==> src/rtl/rr_reg_arbiter_pkg.sv <==
// Shared types for the round-robin register arbiter: state encoding and the
// round-robin winner search used by rr_reg_arbiter.
package rr_arb_pkg;

  localparam logic [1:0] S_IDLE  = 2'b00;
  localparam logic [1:0] S_GRANT = 2'b01;
  localparam logic [1:0] S_LOCK  = 2'b10;

  typedef enum logic [1:0] {
    ST_IDLE  = S_IDLE,
    ST_GRANT = S_GRANT,
    ST_LOCK  = S_LOCK
  } rr_state_e;

  localparam int unsigned RR_MAX_N = 32;
  localparam int unsigned RR_IDX_W = 5;

  typedef struct packed {
    logic                found;
    logic [RR_IDX_W-1:0] idx;
  } rr_win_t;

  // First set request at or after ptr, wrapping at n; ptr must be below n.
  function automatic rr_win_t rr_winner(input logic [RR_MAX_N-1:0] req,
                                        input int unsigned ptr,
                                        input int unsigned n);
    rr_win_t     r;
    int unsigned idx;
    r = '0;
    for (int unsigned i = 0; i < RR_MAX_N; i++) begin
      if (i < n) begin
        idx = ptr + i;
        if (idx >= n) idx = idx - n;
        if (!r.found && req[idx[RR_IDX_W-1:0]]) begin
          r.found = 1'b1;
          r.idx   = idx[RR_IDX_W-1:0];
        end
      end
    end
    return r;
  endfunction

endpackage

==> src/rtl/rr_reg_arbiter_dff_bank.sv <==
// W-bit shared register with load enable and synchronous active-low reset.
module dff_bank #(
  parameter int W = 8
) (
  input  logic         i_clk,
  input  logic         i_rst_n,
  input  logic         i_en,
  input  logic [W-1:0] i_d,
  output logic [W-1:0] o_q
);

  logic [W-1:0] r_q;

  always_ff @(posedge i_clk) begin
    if (!i_rst_n)  r_q <= '0;
    else if (i_en) r_q <= i_d;
  end

  assign o_q = r_q;

endmodule

==> src/rtl/rr_reg_arbiter.sv <==
// Round-robin arbiter sharing one W-bit register among N requesters with lock.
// Define RR_ARB_TIMEOUT_EN to force lock release after LOCK_MAX LOCK cycles.
module rr_reg_arbiter
  import rr_arb_pkg::*;
#(
  parameter  int N        = 4,
  parameter  int W        = 8,
  parameter  int LOCK_MAX = 4,
  localparam int IW       = (N > 1) ? $clog2(N) : 1
) (
  input  logic           clk,
  input  logic           sync_reset_n,
  input  logic [N-1:0]   req,
  input  logic [N-1:0]   lock,
  input  logic [N*W-1:0] wdata,
  output logic [N-1:0]   gnt,
  output logic [IW-1:0]  gnt_id,
  output logic [W-1:0]   q,
  output logic           q_valid,
  output logic           busy,
  output logic           timeout
);

  rr_state_e     r_state;
  logic [IW-1:0] r_ptr;
  logic [N-1:0]  r_gnt;
  logic [IW-1:0] r_gnt_id;
  logic          r_q_valid;

  logic                w_active;
  logic                w_keep;
  logic                w_force;
  logic                w_hold;
  logic [IW-1:0]       w_nptr;
  logic [IW-1:0]       w_arb_ptr;
  logic [RR_MAX_N-1:0] w_req_ext;
  rr_win_t             w_win;
  logic                w_load;
  logic [IW-1:0]       w_sel;
  logic [N-1:0]        w_onehot;
  logic [W-1:0]        w_d;
  logic [W-1:0]        w_q;

`ifdef RR_ARB_TIMEOUT_EN
  localparam int CW = $clog2(LOCK_MAX + 1);
  logic [CW-1:0] r_cnt;
  logic          r_timeout;
`endif

  assign w_req_ext = RR_MAX_N'(req);

  always_comb begin
    w_active  = (r_state != ST_IDLE);
    w_keep    = w_active && req[r_gnt_id] && lock[r_gnt_id];
`ifdef RR_ARB_TIMEOUT_EN
    w_force   = w_keep && (r_state == ST_LOCK) && (r_cnt == CW'(LOCK_MAX - 1));
`else
    w_force   = 1'b0;
`endif
    w_hold    = w_keep && !w_force;
    w_nptr    = (r_gnt_id == IW'(N - 1)) ? '0 : r_gnt_id + 1'b1;
    // On release, arbitrate this same edge from the advanced pointer.
    w_arb_ptr = w_active ? w_nptr : r_ptr;
    w_win     = rr_winner(w_req_ext, 32'(w_arb_ptr), N);
    w_load    = w_hold || w_win.found;
    w_sel     = w_hold ? r_gnt_id : IW'(w_win.idx);
    w_onehot  = '0;
    w_onehot[w_sel] = 1'b1;
    w_d       = wdata[int'(w_sel)*W +: W];
  end

  always_ff @(posedge clk) begin
    if (!sync_reset_n) begin
      r_state   <= ST_IDLE;
      r_ptr     <= '0;
      r_gnt     <= '0;
      r_gnt_id  <= '0;
      r_q_valid <= 1'b0;
    end else begin
      r_q_valid <= w_load;
      if (w_active && !w_hold) r_ptr <= w_nptr;
      if (w_hold) begin
        r_state <= ST_LOCK;
      end else if (w_win.found) begin
        r_state  <= ST_GRANT;
        r_gnt    <= w_onehot;
        r_gnt_id <= w_sel;
      end else begin
        r_state  <= ST_IDLE;
        r_gnt    <= '0;
        r_gnt_id <= '0;
      end
    end
  end

`ifdef RR_ARB_TIMEOUT_EN
  // r_cnt counts LOCK cycles already completed in the current hold.
  always_ff @(posedge clk) begin
    if (!sync_reset_n) begin
      r_cnt     <= '0;
      r_timeout <= 1'b0;
    end else begin
      r_timeout <= w_force;
      if (!w_hold)                    r_cnt <= '0;
      else if (r_state == ST_LOCK)    r_cnt <= r_cnt + 1'b1;
    end
  end
  assign timeout = r_timeout;
`else
  assign timeout = 1'b0;
`endif

  dff_bank #(.W(W)) u_bank (
    .i_clk   (clk),
    .i_rst_n (sync_reset_n),
    .i_en    (w_load),
    .i_d     (w_d),
    .o_q     (w_q)
  );

  assign gnt     = r_gnt;
  assign gnt_id  = r_gnt_id;
  assign q       = w_q;
  assign q_valid = r_q_valid;
  assign busy    = (r_state != ST_IDLE);

endmodule

==> config.mk <==
export PLATFORM = sky130hd
export DESIGN_NAME = rr_reg_arbiter
export DESIGN_NICKNAME = d
export VERILOG_FILES = /design/src/rtl/rr_reg_arbiter_pkg.sv /design/src/rtl/rr_reg_arbiter_dff_bank.sv /design/src/rtl/rr_reg_arbiter.sv
export SDC_FILE = /design/constraint.sdc
export NUM_CORES = 1
export LEC_CHECK = 0
export ABC_AREA = 0
export BUFFER_PORTS_ARGS = -buffer_cell sky130_fd_sc_hd__buf_2
export CORE_UTILIZATION = 28
export DETAILED_ROUTE_END_ITERATION = 7
export PLACE_DENSITY = 0.56
export SYNTH_ARGS = -nofsm -noshare
export SYNTH_HDL_FRONTEND = slang
export SYNTH_HIERARCHICAL = 1
export SYNTH_SLANG_ARGS = --single-unit
==> constraint.sdc <==
create_clock -name clk -period 8.2 [get_ports clk]
set_input_delay 1.64 -clock clk [delete_from_list [all_inputs] [get_ports clk]]
set_output_delay 1.64 -clock clk [all_outputs]
set_load 0.02 [all_outputs]
==> results of run 1 <==
==> power groups by stage <==
stage | sequential (mW) | clock [mW] | combinational, mW
6_report | 0.158 | 0.0645 | 0.507
5_1_grt | 0.163 | 0.0694 | 0.562
4_1_cts | 0.158 | 0.0664 | 0.514
3_5_place_dp | 0.160 | 0 | 0.513
3_3_place_gp | 0.160 | 0 | 0.508
2_1_floorplan | 0.185 | 0 | 0.396
==> layout by cell type, fill, tap and decap left out, types with 2 or more instances in the layout <==
cell and n:
a21oi_1 4, buf_2 57, o2111ai_1 2, nor2b_1 9
ha_1 4, clkbuf_8 3, mux2i_1 34, nand3_1 4
dfxtp_1 19, nor3_1 3, o21ai_1 4, o211ai_1 3
buf_4 2, inv_1 5, nand2_1 12, nor2_1 9
a32o_1 2, inv_2 2, a21o_1 3, and2_1 2
==> cell families after synthesis <==
family          count (synthesis)  share of synthesized area
simple gates                   45                     0.1700
mux                            36                     0.2776
compound gates                 29                     0.1627
flops                          19                     0.2794
buf+inv                        16                    0.07077
fa+ha+maj                       4                    0.03677
other cells                     1                   0.002755
==> state kept, by name, indices dropped and copies added (netlist names) <==
| signal | count |
|---|---|
| gnt | 4 |
| r_state | 2 |
| u_bank/o_q | 8 |
| r_ptr | 2 |
| q_valid | 1 |
| gnt_id | 2 |
==> worst register-to-register path, stage by stage (launching register included) <==
cell      delay (ps)
dfxtp_1          570
ha_1             280
nor2_1            70
mux2_4           320
ha_1             320
or4b_2           620
a211oi_1         380
a21oi_2          100
a21oi_4          580
mux2i_1          260
mux2i_1           90
mux2i_1          180
nor2b_1           80
==> stage by stage <==
step                hold slack [ps]  cell area, sq um  worst slack, ps    util  power [mW]
floorplan                     482.5              1361             4453       -      0.5816
global placement              439.5              1659             4037  0.3536      0.6681
detailed placement            445.3              1659             3938  0.3536      0.6725
CTS                           456.5              1704             4208  0.3632      0.7385
global route                  491.0              1704             4031  0.3632      0.7950
finish                        451.0              1704             4208  0.3632      0.7296
==> layout make-up <==
class,count,area (sq um)
multi-input cells,115,884.6
flip-flops and latches,19,380.4
well taps,54,67.56
clock buffers,4,45.04
repair buffers,59,300.3
fillers,496,2988
inverters,7,26.28
==> layer usage <==
| metal | up-vias | track usage | part of all wire |
|---|---|---|---|
| li1 | 652 | - | - |
| met1 | 562 | 0.1632 | 0.49 |
| met2 | 43 | 0.2379 | 0.46 |
| met3 | 2 | 0.01125 | 0.041 |
| met4 | 0 | 0.04575 | 0.0065 |
| met5 | - | 0 | 0 |
==> worst min-delay path by stage <==
stage	from	to	cells after the start
finish	gnt[3]$_SDFFE_PN0N_	gnt[3]$_SDFFE_PN0N_	2
global route	gnt[3]$_SDFFE_PN0N_	gnt[3]$_SDFFE_PN0N_	2
CTS	gnt[3]$_SDFFE_PN0N_	gnt[3]$_SDFFE_PN0N_	2
detailed placement	gnt[3]$_SDFFE_PN0N_	gnt[3]$_SDFFE_PN0N_	2
global placement	gnt[3]$_SDFFE_PN0N_	gnt[3]$_SDFFE_PN0N_	2
floorplan	r_ptr[1]$_SDFFE_PN0P_	r_ptr[1]$_SDFFE_PN0P_	2
==> results.md, run 1 <==
* Status: completed
* CTS clock-pin slew for the worst setup and hold paths at 70 ps
* CTS tree: done
* R2R Path End: u_bank/o_q[5]$_SDFFE_PN0P_
* Setup_tns at 0 ps
* I/O pins at 59
* First-pass GRT wire length at 5430 microns
* Antenna Cells at 0
* Setup Buffers After CTS at 0
* Register area share after synthesis at 0.2794
* Psw at 340.3 uW
* Share of power burned in registers at 0.216
* Vias in the first global route at 1,257
* P_leak at 0.8849 nW
* Post-synth ARST share at 0
* Root Buffer: clkbuf_8
* Total gr overflow at 0
* Post-synth top flop: dfxtp_1
* Internal power at 389.3 uW
* Worst min path class: flip-flop to flip-flop
* GRT Util Overall at 0.1317
* Tcrit/Tclk final at 0.4868
* CP Capture Point: u_bank/o_q[5]$_SDFFE_PN0P_
* Via/cell ratio at 4.880
* R2R Path Start: gnt_id[0]$_SDFFE_PN0N_
* Final Net Count at 251
* R2r setup slk at 4250 ps
* Unrepaired setup endpoints after global routing: no
* Clk_skew at 4.500 ps
* Shortest period the worst path allows at 3992 ps
* Fmax at 250.5 MHz
* Slowest cell on crit path: or4b_2
* Drt pass-1 iters at 6
* Number of library cell types mapped by synthesis at 42
* Pins Over Slew Limit at 0
* Die width at 71.73 microns
* Final setup violating endpoints at 0
* Crit path max fanout at 17
* YS warnings at 6
* Crit path buf inv count at 1
* Post-Synthesis Cells at 150
* CP most frequent cell: mux2i_1
* EDFF count, synth at 0
* Max-cap violations at 0
* Fin cells at 258
* GPL Wtd Cong at 0.8284
* CP Launch Type: input port
* DRC at 0
* Routed Antenna Nets at 0
* Die height at 71.73 microns
* Most common cell in the synthesized netlist: mux2i_1
* Site Rows at 25
* CTS Hold Bufs at 0
* Via Count at 1,259
* Max stage delay on crit path at 680 ps
* Clock network power share at 0.088
* Initial Util at 0.2901
* Final hold violations at 0
* Max clock buf depth at 2
* Die ar. at 0.005144 sq mm
* Max_slew headroom at 0.5598
* Comb power frac at 0.695
* Core area at 0.004692 sq mm
* Cts repair resizes at 0
* Slew @ Worst Pin at 658.9 ps
* Critical path depth in cells at 9
* I/O Buffers at 57
* Power Dens Cells at 428.2 mW/mm^2
* Synthesized flop and latch total at 19
* Fraction of layout cells with a size suffix above 1 at 0.3382
* Wire per inst at 12.56 microns
* CTS Buf Count at 3
* CP top delay family: compound AO/OA/AOI/OAI gates
* Largest area contributor in the synthesized netlist: dfxtp_1
* Setup crit end kind: flip-flop
* Post-Synthesis Cell Area at 0.001361 sq mm
* Pin count of the biggest net entering global routing at 18
* Post-Syn Nets at 196
* CP arrival at 4130 ps
* Final HPWL DP at 2520 microns
* Clock Latency Late Sink at 250 ps
* R2R depth at 12
* CP startpoint: req[1]
* Sw Share at 0.4664
* Area grow syn2layout at 25.18%
* Clock Sinks at 19
* Largest cells by area after synthesis: dfxtp_1, mux2i_1, nor2b_1
* Syn Area/Cell at 9.075 sq um
* Setup CP Type: input port to flip-flop
* Initial antenna violation count at 0
* Crit path required time at 8340 ps
* Dpl cells at 254
* Share of the synthesized area in the top cell type at 0.2794
* Worst path cell trace: buf_2 -> or4b_2 -> a211oi_1 -> a21oi_2 -> a21oi_4 -> mux2i_1 -> mux2i_1 -> mux2i_1 -> nor2b_1
* DR iter-0 viols at 43
* Routed wire length at 3241 microns
* Synth top cells by count: mux2i_1, dfxtp_1, nand2_1, nor2_1, nor2b_1
* H-Tree Depth at 1
* Max IR drop VDD at 168.7 uV
Note: power is estimated with default switching activity, not from simulation.
==> inputs of run 2 (changes only) <==
--- a/config.mk
+++ b/config.mk
@@ -9,7 +9,7 @@
 export BUFFER_PORTS_ARGS = -buffer_cell sky130_fd_sc_hd__buf_2
 export CORE_UTILIZATION = 28
 export DETAILED_ROUTE_END_ITERATION = 7
-export PLACE_DENSITY = 0.56
+export PLACE_DENSITY = 0.58
 export SYNTH_ARGS = -nofsm -noshare
 export SYNTH_HDL_FRONTEND = slang
 export SYNTH_HIERARCHICAL = 1
==> constraint.sdc (replaced) <==
create_clock -name clk -period 3.35 [get_ports clk]
set_input_delay 0.67 -clock clk [delete_from_list [all_inputs] [get_ports clk]]
set_output_delay 0.67 -clock clk [all_outputs]
set_load 0.02 [all_outputs]
==> run 2 against run 1 <==
Against the previous run: count of clock-buffer cells in the layout unchanged; register-to-register slack lost 4000 ps; critical endpoint is now u_bank/o_q[3]$_SDFFE_PN0P_; combinational power rose to 3.0 times the previous value; first-iteration DRC count is 110% higher.
==> results.md, run 2 (synthesis results as in run 1) <==
* Clock Sinks at 19 (unchanged)
* I/O pins at 59 (unchanged)
* Site Rows at 25 (unchanged)
* Die height at 71.73 microns (unchanged)
* Crit path required time at 3500 ps (was 8340 ps)
* DP Area at 0.001708 sq mm (was 0.001659 sq mm)
* GPL Wtd Cong at 0.8616 (was 0.8284)
* GRT Util Overall at 0.1344 (was 0.1317)
* Max stage delay on crit path at 470 ps (was 680 ps)
* CTS Hold Bufs at 0 (unchanged)
* Min-delay src: gnt[3]$_SDFFE_PN0N_ (unchanged)
* Total gr overflow at 0 (unchanged)
* Final hold violations at 0 (unchanged)
* DR iter-0 viols at 89 (was 43)
* Unrepaired setup endpoints after global routing: no (unchanged)
* Vias in the first global route at 1,292 (was 1,257)
* Place WS at 143.1 ps (was 3938 ps)
* Drt pass-1 iters at 4 (was 6)
* Worst min path class: flip-flop to flip-flop (unchanged)
* Worst path cell trace: or2_4 -> mux2_4 -> ha_1 -> nand2_1 -> or4b_4 -> a211oi_2 -> a21oi_2 -> a21oi_4 -> clkbuf_16 -> mux2i_1 -> mux2i_1 -> mux2i_1 -> nor2b_1 (was buf_2 -> or4b_2 -> a211oi_1 -> a21oi_2 -> a21oi_4 -> mux2i_1 -> mux2i_1 -> mux2i_1 -> nor2b_1)
* P_leak at 0.9542 nW (was 0.8849 nW)
* Core area at 0.004692 sq mm (unchanged)
* Via/cell ratio at 4.963 (was 4.880)
* I/O Buffers at 57 (unchanged)
* Status: completed (unchanged)
* Clock Latency Late Sink at 250 ps (about the same)
* Slowest cell on crit path: or4b_4 (was or4b_2)
* Crit path max fanout at 8 (was 17)
* Shortest period the worst path allows at 3083 ps
* Area grow syn2layout at 37.68% (was 25.18%)
* Pins Over Slew Limit at 0 (unchanged)
* CTS clock-pin slew for the worst setup and hold paths at 70 ps (about the same)
* CP most frequent cell: mux2i_1 (unchanged)
* Power Dens Cells at 1112 mW/mm^2 (was 428.2 mW/mm^2)
* Post-layout instance area at 0.001874 sq mm (was 0.001704 sq mm)
* DRC at 0 (unchanged)
* Wire per inst at 12.96 microns (was 12.56 microns)
* Commonest non-fill, non-tap cell in the layout: buf_2 (unchanged)
* Largest register FFs at 8 (unchanged)
* Setup CP Type: flip-flop to flip-flop (was input port to flip-flop)
* Initial antenna violation count at 0 (unchanged)
* Pin count of the biggest net entering global routing at 18 (unchanged)
* CP Launch Type: flip-flop (was input port)
* CP top delay family: simple AND/OR/NAND/NOR gates (was compound AO/OA/AOI/OAI gates)
* Max clock buf depth at 2 (unchanged)
* Most frequent cells in the layout: buf_2, mux2i_1, dfxtp_1 (unchanged)
* CP startpoint: r_state[0]$_SDFF_PP0_ (was req[1])
* Setup crit end kind: flip-flop (unchanged)
* Worst setup margin at 267.0 ps (was 4208 ps)
* Die ar. at 0.005144 sq mm (unchanged)
* Root Buffer: clkbuf_8 (unchanged)
* Final setup violating endpoints at 0 (unchanged)
* R2R Path Start: r_state[0]$_SDFF_PP0_ (was gnt_id[0]$_SDFFE_PN0N_)
* Fmax at 324.4 MHz
* Routed wire length at 3459 microns (was 3241 microns)
* H-Tree Depth at 1 (unchanged)
* Max-cap violations at 0 (unchanged)
* Final HPWL DP at 2487 microns (was 2520 microns)
* CTS Buf Count at 3 (unchanged)
* Crit path buf inv count at 1 (unchanged)
* Clk_skew at 4.184 ps (was 4.500 ps)
* Antenna Cells at 0 (unchanged)
* Fraction of layout cells with a size suffix above 1 at 0.4178 (was 0.3382)
* CP arrival at 3230 ps (was 4130 ps)
* Routed Antenna Nets at 0 (unchanged)
* Initial Util at 0.2901 (unchanged)
* Max IR drop VDD at 424.2 uV (was 168.7 uV)
* Via Count at 1,325 (was 1,259)
* Tcrit/Tclk final at 0.9203
* Setup_tns at 0 ps (unchanged)
* Die width at 71.73 microns (unchanged)
* Final Net Count at 260 (was 251)
* First-pass GRT wire length at 5513 microns (was 5430 microns)
* CTS tree: done (unchanged)
## run 2: metal layers
metal	routed length, microns	GRT usage
met1	1636	0.1695
met2	1529	0.2264
met3	236	0.02672
met4	56	0.05011
met5	0	0
## run 2: layout make-up
class                           count  area, sq um
Clock buffer                        4        45.04
Fill cell                         486         2818
Inverter                            7        26.28
Multi-Input combinational cell    115        928.4
Sequential cell                    19        387.9
Tap cell                           54        67.56
Timing Repair Buffer               68        419.2
## run 2: where the power goes
| group | switching (mW) | total (mW) | internal (mW) |
|---|---|---|---|
| clock | 0.0742 | 0.159 | 0.0845 |
| sequential | 0.0618 | 0.386 | 0.324 |
| combinational | 0.767 | 1.54 | 0.773 |
| total | 0.903 | 2.09 | 1.18 |
## run 2: stage by stage
step / hold slack [ps] / total power, mW / std cells / utilization
finish: 450.2 / 2.085 / 267 / 0.3995
global route: 486.7 / 2.250 / 267 / 0.3995
CTS: 454.2 / 1.883 / 262 / 0.3736
detailed placement: 444.1 / 1.716 / 258 / 0.3640
global placement: 441.7 / 1.715 / 258 / 0.3640
floorplan: 482.5 / 1.428 / 150 / -
## run 2: worst paths after layout
path / to / slack (ps) / cells past startpoint
hold / removal: gnt[3]$_SDFFE_PN0N_ / 450 / 2
hold reg to reg: gnt[3]$_SDFFE_PN0N_ / 450 / 2
setup reg to reg: u_bank/o_q[3]$_SDFFE_PN0P_ / 270 / 13
setup / recovery: u_bank/o_q[3]$_SDFFE_PN0P_ / 270 / 13
## run 2: what timing repair did
item	4_1_cts	5_1_grt
setup endpoints to repair	0	8
setup buffers	0	3
resized for setup	0	12
## run 2: worst register-to-register path, stage by stage, from the launching register on
cell and delay [ps]:
dfxtp_2 340, or2_4 260, mux2_4 350, ha_1 210, nand2_1 90, or4b_4 470, a211oi_2 210, a21oi_2 80
a21oi_4 280, clkbuf_16 210, mux2i_1 190, mux2i_1 80, mux2i_1 140, nor2b_1 60
